File: config.mk
export PLATFORM = sky130hd
export DESIGN_NAME = pipeline_hazard_ctrl_flat
export DESIGN_NICKNAME = d
export VERILOG_FILES = /design/src/rtl/pipeline_hazard_ctrl_if.sv /design/src/rtl/pipeline_hazard_ctrl.sv /design/src/flat_wrapper.sv
export SDC_FILE = /design/constraint.sdc
export NUM_CORES = 1
export LEC_CHECK = 0
export BUFFER_PORTS_ARGS = -buffer_cell sky130_fd_sc_hd__buf_2
export CORE_MARGIN = 2
export CORE_UTILIZATION = 52
export DETAILED_ROUTE_END_ITERATION = 8
export PLACE_DENSITY = 0.95
export SETUP_SLACK_MARGIN = 0.4
export SYNTH_ARGS = -nofsm -noshare
export SYNTH_HDL_FRONTEND = slang
export SYNTH_SLANG_ARGS = --single-unit
export TNS_END_PERCENT = 1
File: constraint.sdc
create_clock -name clk_i -period 3.8 [get_ports clk_i]
set_input_delay 0 -clock clk_i [delete_from_list [all_inputs] [get_ports clk_i]]
set_output_delay 0 -clock clk_i [all_outputs]
set_load 0.1 [all_outputs]
File: src/rtl/pipeline_hazard_ctrl_if.sv
// Control bundle between the hazard controller and the five-stage pipeline datapath.
// The pipeline side drives the ID/EX observations; the controller returns the enables and flushes.
interface pipeline_hazard_ctrl_if;
  logic [4:0]  id_rs1_i;
  logic [4:0]  id_rs2_i;
  logic        id_use_rs1_i;
  logic        id_use_rs2_i;
  logic        ex_mem_rd_i;
  logic        ex_reg_w_i;
  logic [4:0]  ex_rd_i;
  logic        ex_mul_i;
  logic        ex_redirect_i;
  logic        pc_en_o;
  logic        if_id_en_o;
  logic        if_id_flush_o;
  logic        id_ex_en_o;
  logic        id_ex_flush_o;
  logic        ex_mem_flush_o;
  logic        mul_busy_o;
  logic [15:0] stall_count_o;

  modport master (
    output id_rs1_i, id_rs2_i, id_use_rs1_i, id_use_rs2_i,
    output ex_mem_rd_i, ex_reg_w_i, ex_rd_i, ex_mul_i, ex_redirect_i,
    input  pc_en_o, if_id_en_o, if_id_flush_o, id_ex_en_o, id_ex_flush_o,
    input  ex_mem_flush_o, mul_busy_o, stall_count_o
  );

  modport slave (
    input  id_rs1_i, id_rs2_i, id_use_rs1_i, id_use_rs2_i,
    input  ex_mem_rd_i, ex_reg_w_i, ex_rd_i, ex_mul_i, ex_redirect_i,
    output pc_en_o, if_id_en_o, if_id_flush_o, id_ex_en_o, id_ex_flush_o,
    output ex_mem_flush_o, mul_busy_o, stall_count_o
  );
endinterface

File: src/rtl/pipeline_hazard_ctrl.sv
// Hazard/sequencing controller: load-use bubble, multi-cycle MUL stall, redirect flush,
// plus a saturating count of cycles in which the PC was held.
module pipeline_hazard_ctrl #(
  parameter int MUL_LAT = 4
) (
  input  logic                 clk_i,
  input  logic                 reset_i,
  pipeline_hazard_ctrl_if.slave hz
);

  typedef enum logic [0:0] {RUN, MUL_WAIT} state_t;

  localparam bit          MUL_EN   = (MUL_LAT >= 2);
  localparam int          LOAD_I   = MUL_EN ? (MUL_LAT - 2) : 0;
  localparam logic [3:0]  CNT_LOAD = LOAD_I[3:0];

  state_t      state, state_nxt;
  logic [3:0]  cnt, cnt_nxt;
  logic        lu;
  logic        pc_en, if_id_en, if_id_flush, id_ex_en, id_ex_flush, ex_mem_flush, mul_busy;
  logic [15:0] stall_count;

  assign lu = hz.ex_mem_rd_i & hz.ex_reg_w_i & (hz.ex_rd_i != 5'd0) &
              ((hz.id_use_rs1_i & (hz.id_rs1_i == hz.ex_rd_i)) |
               (hz.id_use_rs2_i & (hz.id_rs2_i == hz.ex_rd_i)));

  always_ff @(posedge clk_i or posedge reset_i) begin
    if (reset_i) begin
      state <= RUN;
      cnt   <= 4'd0;
    end else begin
      state <= state_nxt;
      cnt   <= cnt_nxt;
    end
  end

  // Priority in RUN is mul > redirect > load-use; MUL_WAIT only watches its countdown.
  always_comb begin
    state_nxt    = state;
    cnt_nxt      = cnt;
    pc_en        = 1'b1;
    if_id_en     = 1'b1;
    if_id_flush  = 1'b0;
    id_ex_en     = 1'b1;
    id_ex_flush  = 1'b0;
    ex_mem_flush = 1'b0;
    mul_busy     = 1'b0;
    if (reset_i) begin
      pc_en    = 1'b0;
      if_id_en = 1'b0;
      id_ex_en = 1'b0;
    end else begin
      case (state)
        RUN: begin
          if (MUL_EN && hz.ex_mul_i) begin
            pc_en        = 1'b0;
            if_id_en     = 1'b0;
            id_ex_en     = 1'b0;
            ex_mem_flush = 1'b1;
            mul_busy     = 1'b1;
            cnt_nxt      = CNT_LOAD;
            state_nxt    = MUL_WAIT;
          end else if (hz.ex_redirect_i) begin
            if_id_flush = 1'b1;
            id_ex_flush = 1'b1;
          end else if (lu) begin
            pc_en       = 1'b0;
            if_id_en    = 1'b0;
            id_ex_flush = 1'b1;
          end
        end
        MUL_WAIT: begin
          if (cnt != 4'd0) begin
            pc_en        = 1'b0;
            if_id_en     = 1'b0;
            id_ex_en     = 1'b0;
            ex_mem_flush = 1'b1;
            mul_busy     = 1'b1;
            cnt_nxt      = cnt - 4'd1;
          end else begin
            state_nxt = RUN;
          end
        end
        default: state_nxt = RUN;
      endcase
    end
  end

  always_ff @(posedge clk_i or posedge reset_i) begin
    if (reset_i) begin
      stall_count <= 16'd0;
    end else if (!pc_en && (stall_count != 16'hFFFF)) begin
      stall_count <= stall_count + 16'd1;
    end
  end

  assign hz.pc_en_o        = pc_en;
  assign hz.if_id_en_o     = if_id_en;
  assign hz.if_id_flush_o  = if_id_flush;
  assign hz.id_ex_en_o     = id_ex_en;
  assign hz.id_ex_flush_o  = id_ex_flush;
  assign hz.ex_mem_flush_o = ex_mem_flush;
  assign hz.mul_busy_o     = mul_busy;
  assign hz.stall_count_o  = stall_count;

endmodule
File: src/flat_wrapper.sv
// flat-port wrapper written by rule: the top's interface ports become plain ports
module pipeline_hazard_ctrl_flat 
#(
  parameter int MUL_LAT = 4
)
  (clk_i, reset_i, hz_id_rs1_i, hz_id_rs2_i, hz_id_use_rs1_i, hz_id_use_rs2_i, hz_ex_mem_rd_i, hz_ex_reg_w_i, hz_ex_rd_i, hz_ex_mul_i, hz_ex_redirect_i, hz_pc_en_o, hz_if_id_en_o, hz_if_id_flush_o, hz_id_ex_en_o, hz_id_ex_flush_o, hz_ex_mem_flush_o, hz_mul_busy_o, hz_stall_count_o);
  pipeline_hazard_ctrl_if hz_i ();
  input  logic clk_i;
  input  logic reset_i;
  input wire logic [$bits(hz_i.id_rs1_i)-1:0] hz_id_rs1_i;
  input wire logic [$bits(hz_i.id_rs2_i)-1:0] hz_id_rs2_i;
  input wire logic [$bits(hz_i.id_use_rs1_i)-1:0] hz_id_use_rs1_i;
  input wire logic [$bits(hz_i.id_use_rs2_i)-1:0] hz_id_use_rs2_i;
  input wire logic [$bits(hz_i.ex_mem_rd_i)-1:0] hz_ex_mem_rd_i;
  input wire logic [$bits(hz_i.ex_reg_w_i)-1:0] hz_ex_reg_w_i;
  input wire logic [$bits(hz_i.ex_rd_i)-1:0] hz_ex_rd_i;
  input wire logic [$bits(hz_i.ex_mul_i)-1:0] hz_ex_mul_i;
  input wire logic [$bits(hz_i.ex_redirect_i)-1:0] hz_ex_redirect_i;
  output wire logic [$bits(hz_i.pc_en_o)-1:0] hz_pc_en_o;
  output wire logic [$bits(hz_i.if_id_en_o)-1:0] hz_if_id_en_o;
  output wire logic [$bits(hz_i.if_id_flush_o)-1:0] hz_if_id_flush_o;
  output wire logic [$bits(hz_i.id_ex_en_o)-1:0] hz_id_ex_en_o;
  output wire logic [$bits(hz_i.id_ex_flush_o)-1:0] hz_id_ex_flush_o;
  output wire logic [$bits(hz_i.ex_mem_flush_o)-1:0] hz_ex_mem_flush_o;
  output wire logic [$bits(hz_i.mul_busy_o)-1:0] hz_mul_busy_o;
  output wire logic [$bits(hz_i.stall_count_o)-1:0] hz_stall_count_o;
  assign hz_i.id_rs1_i = hz_id_rs1_i;
  assign hz_i.id_rs2_i = hz_id_rs2_i;
  assign hz_i.id_use_rs1_i = hz_id_use_rs1_i;
  assign hz_i.id_use_rs2_i = hz_id_use_rs2_i;
  assign hz_i.ex_mem_rd_i = hz_ex_mem_rd_i;
  assign hz_i.ex_reg_w_i = hz_ex_reg_w_i;
  assign hz_i.ex_rd_i = hz_ex_rd_i;
  assign hz_i.ex_mul_i = hz_ex_mul_i;
  assign hz_i.ex_redirect_i = hz_ex_redirect_i;
  assign hz_pc_en_o = hz_i.pc_en_o;
  assign hz_if_id_en_o = hz_i.if_id_en_o;
  assign hz_if_id_flush_o = hz_i.if_id_flush_o;
  assign hz_id_ex_en_o = hz_i.id_ex_en_o;
  assign hz_id_ex_flush_o = hz_i.id_ex_flush_o;
  assign hz_ex_mem_flush_o = hz_i.ex_mem_flush_o;
  assign hz_mul_busy_o = hz_i.mul_busy_o;
  assign hz_stall_count_o = hz_i.stall_count_o;
  pipeline_hazard_ctrl #(.MUL_LAT(MUL_LAT)) u_core (.clk_i(clk_i), .reset_i(reset_i), .hz(hz_i));
endmodule
==> metrics.md <==
| Metric | Value |
|---|---|
| Clock H-tree levels | `1` |
| Crit Path Class | `reg -> out` |
| Initial core utilization | `55.72%` |
| Final Hold Viols | `0` |
| Yosys Warn Count | `0` |
| FF+latch count, synth | `21` |
| Drt pass-1 iters | `4` |
| Post-Route Skew | `0.001287 ns` |
| FP Rows | `17` |
| Io pins | `46` |
| Post-CTS Setup Bufs | `0` |
| Critical path peak fanout | `9` |
| Startpoint types | `register` |
| Register clock-pin slew on the reported worst setup and hold paths | `0.12 ns` |
| Final wirelength | `2.746 mm` |
| GR Util All Layers | `22.62%` |
| HP Class | `in -> reg` |
| Netlist cell types | `37` |
| Die ar. | `2825 um2` |
| RSZ-0062 raised after global routing | `false` |
| WP data required | `3.80 ns` |
| Num CTS Buffers | `3` |
| Hold Path Stages | `4` |
| Hold EP | `u_core.state$_DFFE_PP0N_` |
| Max Cap Viol | `0` |
| Primary flip-flop cell chosen by synthesis mapping | `dfrtp_1` |
| Final slew viol count | `0` |
| Syn Inst Count | `129` |
| Status | `finished clean` |
| Core area | `2255 um2` |
| Final GP Congestion | `0.8655` |
| Die height | `53.15 um` |
| Antenna fix cells | `0` |
| CTS tree | `yes` |
| PortBufs | `45` |
| Endpoints failing setup | `0` |
| Setup slack, reg-to-reg | `1.64 ns` |
| WL/cell | `13.59 um` |
| Reg-to-Reg Start | `u_core.hz.stall_count_o[7]$_DFFE_PP0P_` |
| Crit end category | `output port` |
| Hold Path Origin | `hz_ex_mul_i` |
| Post-Syn Area | `1256 um2` |
| Final period util | `58.57%` |
| Clk root buf | `clkbuf_4` |
| Vias in the first global route | `1,130` |
| CP max-delay cell | `buf_2` |
| Crit Reg-Reg Endpoint | `u_core.hz.stall_count_o[1]$_DFFE_PP0P_` |
| DP HPWL | `2.189 mm` |
| Worst slew pin tran | `0.8269 ns` |
| Arrival @ worst endpoint | `2.23 ns` |
| Final TNS setup | `0 ns` |
| Clock tree buffer depth | `2` |
| Worst hold slack | `0.1795 ns` |
| Number of vias in the routed layout | `1,134` |
| CP cell instances | `inv_1 -> ha_1 -> and4bb_2 -> or3_1 -> clkinv_1 -> buf_2` |
| Clk_lat worst skew | `0.31 ns` |
| Area Overhead vs Synth | `20.82%` |
| Syn Nets | `154` |
| Min cycle time layout | `2.226 ns` |
| Drt drc | `0` |
| F_max | `0.4493 GHz` |
| FFs w/ async S/R, synth | `100.0%` |
| Sink Count | `21` |
| Post-synth EDFFs | `0` |
| Rel. slew slack | `44.82%` |
| Register area share after synthesis | `41.83%` |
| Initial antenna violation count | `0` |
| Largest net degree at the start of global routing | `23` |
| Reg2Reg Depth | `5` |
| DR iter-0 viols | `19` |
| Share of cells above drive strength 1 | `32.18%` |
| Antenna Violating Nets Remaining | `0` |
| Remaining global-route overflow | `0` |
| Final net count | `200` |
| Syn_area_per_cell | `9.738 um2` |
| Crit-path max cell delay | `0.45 ns` |
| First-pass GRT wire length | `4.643 mm` |
| Die width | `53.15 um` |
| DR vias/cell | `5.614` |
## placed cells by master (no fill, tap or decap), types with 2 or more instances in the layout
master / instances
xnor2_1: 11
nand4_1: 6
nor2_1: 8
o21ai_0: 3
nand3_1: 9
inv_1: 7
nor4_1: 3
buf_2: 45
dfrtp_1: 21
nor3_1: 9
xor2_1: 13
nand2_1: 11
clkbuf_4: 3
ha_1: 2
## repair_timing
item                                   in CTS  in global routing
resized for setup                           0                  0
endpoints found under the hold margin      22                  0
hold buffers                                1                  0
## sequential cells by signal, indices dropped and copies added (netlist names)
register                 flops
u_core.hz.stall_count_o     16
u_core.cnt                   4
u_core.state                 1
## per-stage QoR
| step | worst slack, ns | std cells | area [um2] | util (%) |
|---|---|---|---|---|
| final | 1.574 | 202 | 1518 | 67.31 |
| after global routing | 1.394 | 202 | 1518 | 67.31 |
| after CTS | 1.542 | 202 | 1518 | 67.31 |
| after floorplan | 1.090 | 129 | 1256 | - |
| after detailed placement | 1.680 | 197 | 1481 | 65.70 |
| after global placement | 1.772 | 197 | 1481 | 65.70 |
## critical path, delay by kind of cell, from the launching register on
family                   cells  cell delay (ns)
flip-flops                   1             0.37
adder cells (fa/ha/maj)      1             0.22
AND/OR/NAND/NOR              2             0.64
buffers and inverters        3             0.68
## how the worst max path moves through the flow
stage / start / end / cells after the start
2_1_floorplan: u_core.hz.stall_count_o[5]$_DFFE_PP0P_ / u_core.hz.stall_count_o[1]$_DFFE_PP0P_ / 6
3_3_place_gp: u_core.hz.stall_count_o[5]$_DFFE_PP0P_ / u_core.hz.stall_count_o[1]$_DFFE_PP0P_ / 5
3_5_place_dp: u_core.hz.stall_count_o[5]$_DFFE_PP0P_ / u_core.hz.stall_count_o[1]$_DFFE_PP0P_ / 5
4_1_cts: reset_i / hz_pc_en_o / 6
5_1_grt: reset_i / hz_if_id_en_o / 6
6_report: u_core.cnt[0]$_DFFE_PP0P_ / hz_ex_mem_flush_o / 6
## cell families after synthesis
family / share of synthesized area, %
AO/OA/AOI/OAI: 7.669
multiplexers: 2.590
AND/OR/NAND/NOR: 24.01
adder cells (fa/ha/maj): 1.992
flip-flops: 41.83
XOR/XNOR: 16.73
buffers and inverters: 5.178
## cell type report
type                       instances  area (um2)
inverter                           8       30.03
clock buffer                       4       26.28
sequential                        21       525.5
tap                               28       35.03
fill                             185       737.0
timing repair buffer              46       235.2
multi-input combinational         95       665.6
## cell usage after synthesis (all sizes together), types with 2 or more instances
library cell | count | area, um2
inv | 7 | 26.28
xnor2 | 11 | 96.34
nor3 | 9 | 45.04
nor4 | 4 | 40.04
buf | 5 | 35.02
nand4 | 6 | 37.54
nor2 | 8 | 30.03
ha | 2 | 25.02
nor2b | 2 | 15.02
nand3 | 9 | 45.04
o21ai | 4 | 23.77
xor2 | 13 | 113.9
nand2 | 11 | 41.29
a31oi | 3 | 40.04
mux2 | 2 | 22.52
dfrtp | 21 | 525.5
## per-layer routing
metal,track usage (%),share of wire [%],vias up
met3,3.955,7.5,5
li1,-,-,535
met4,10.68,1.9,0
met1,24.06,40,534
met2,42.50,51,60
met5,0,0,-
Power is left out: the tool's default activity adds up to more than one toggle a clock period on the data nets, which glitch-free logic cannot reach.
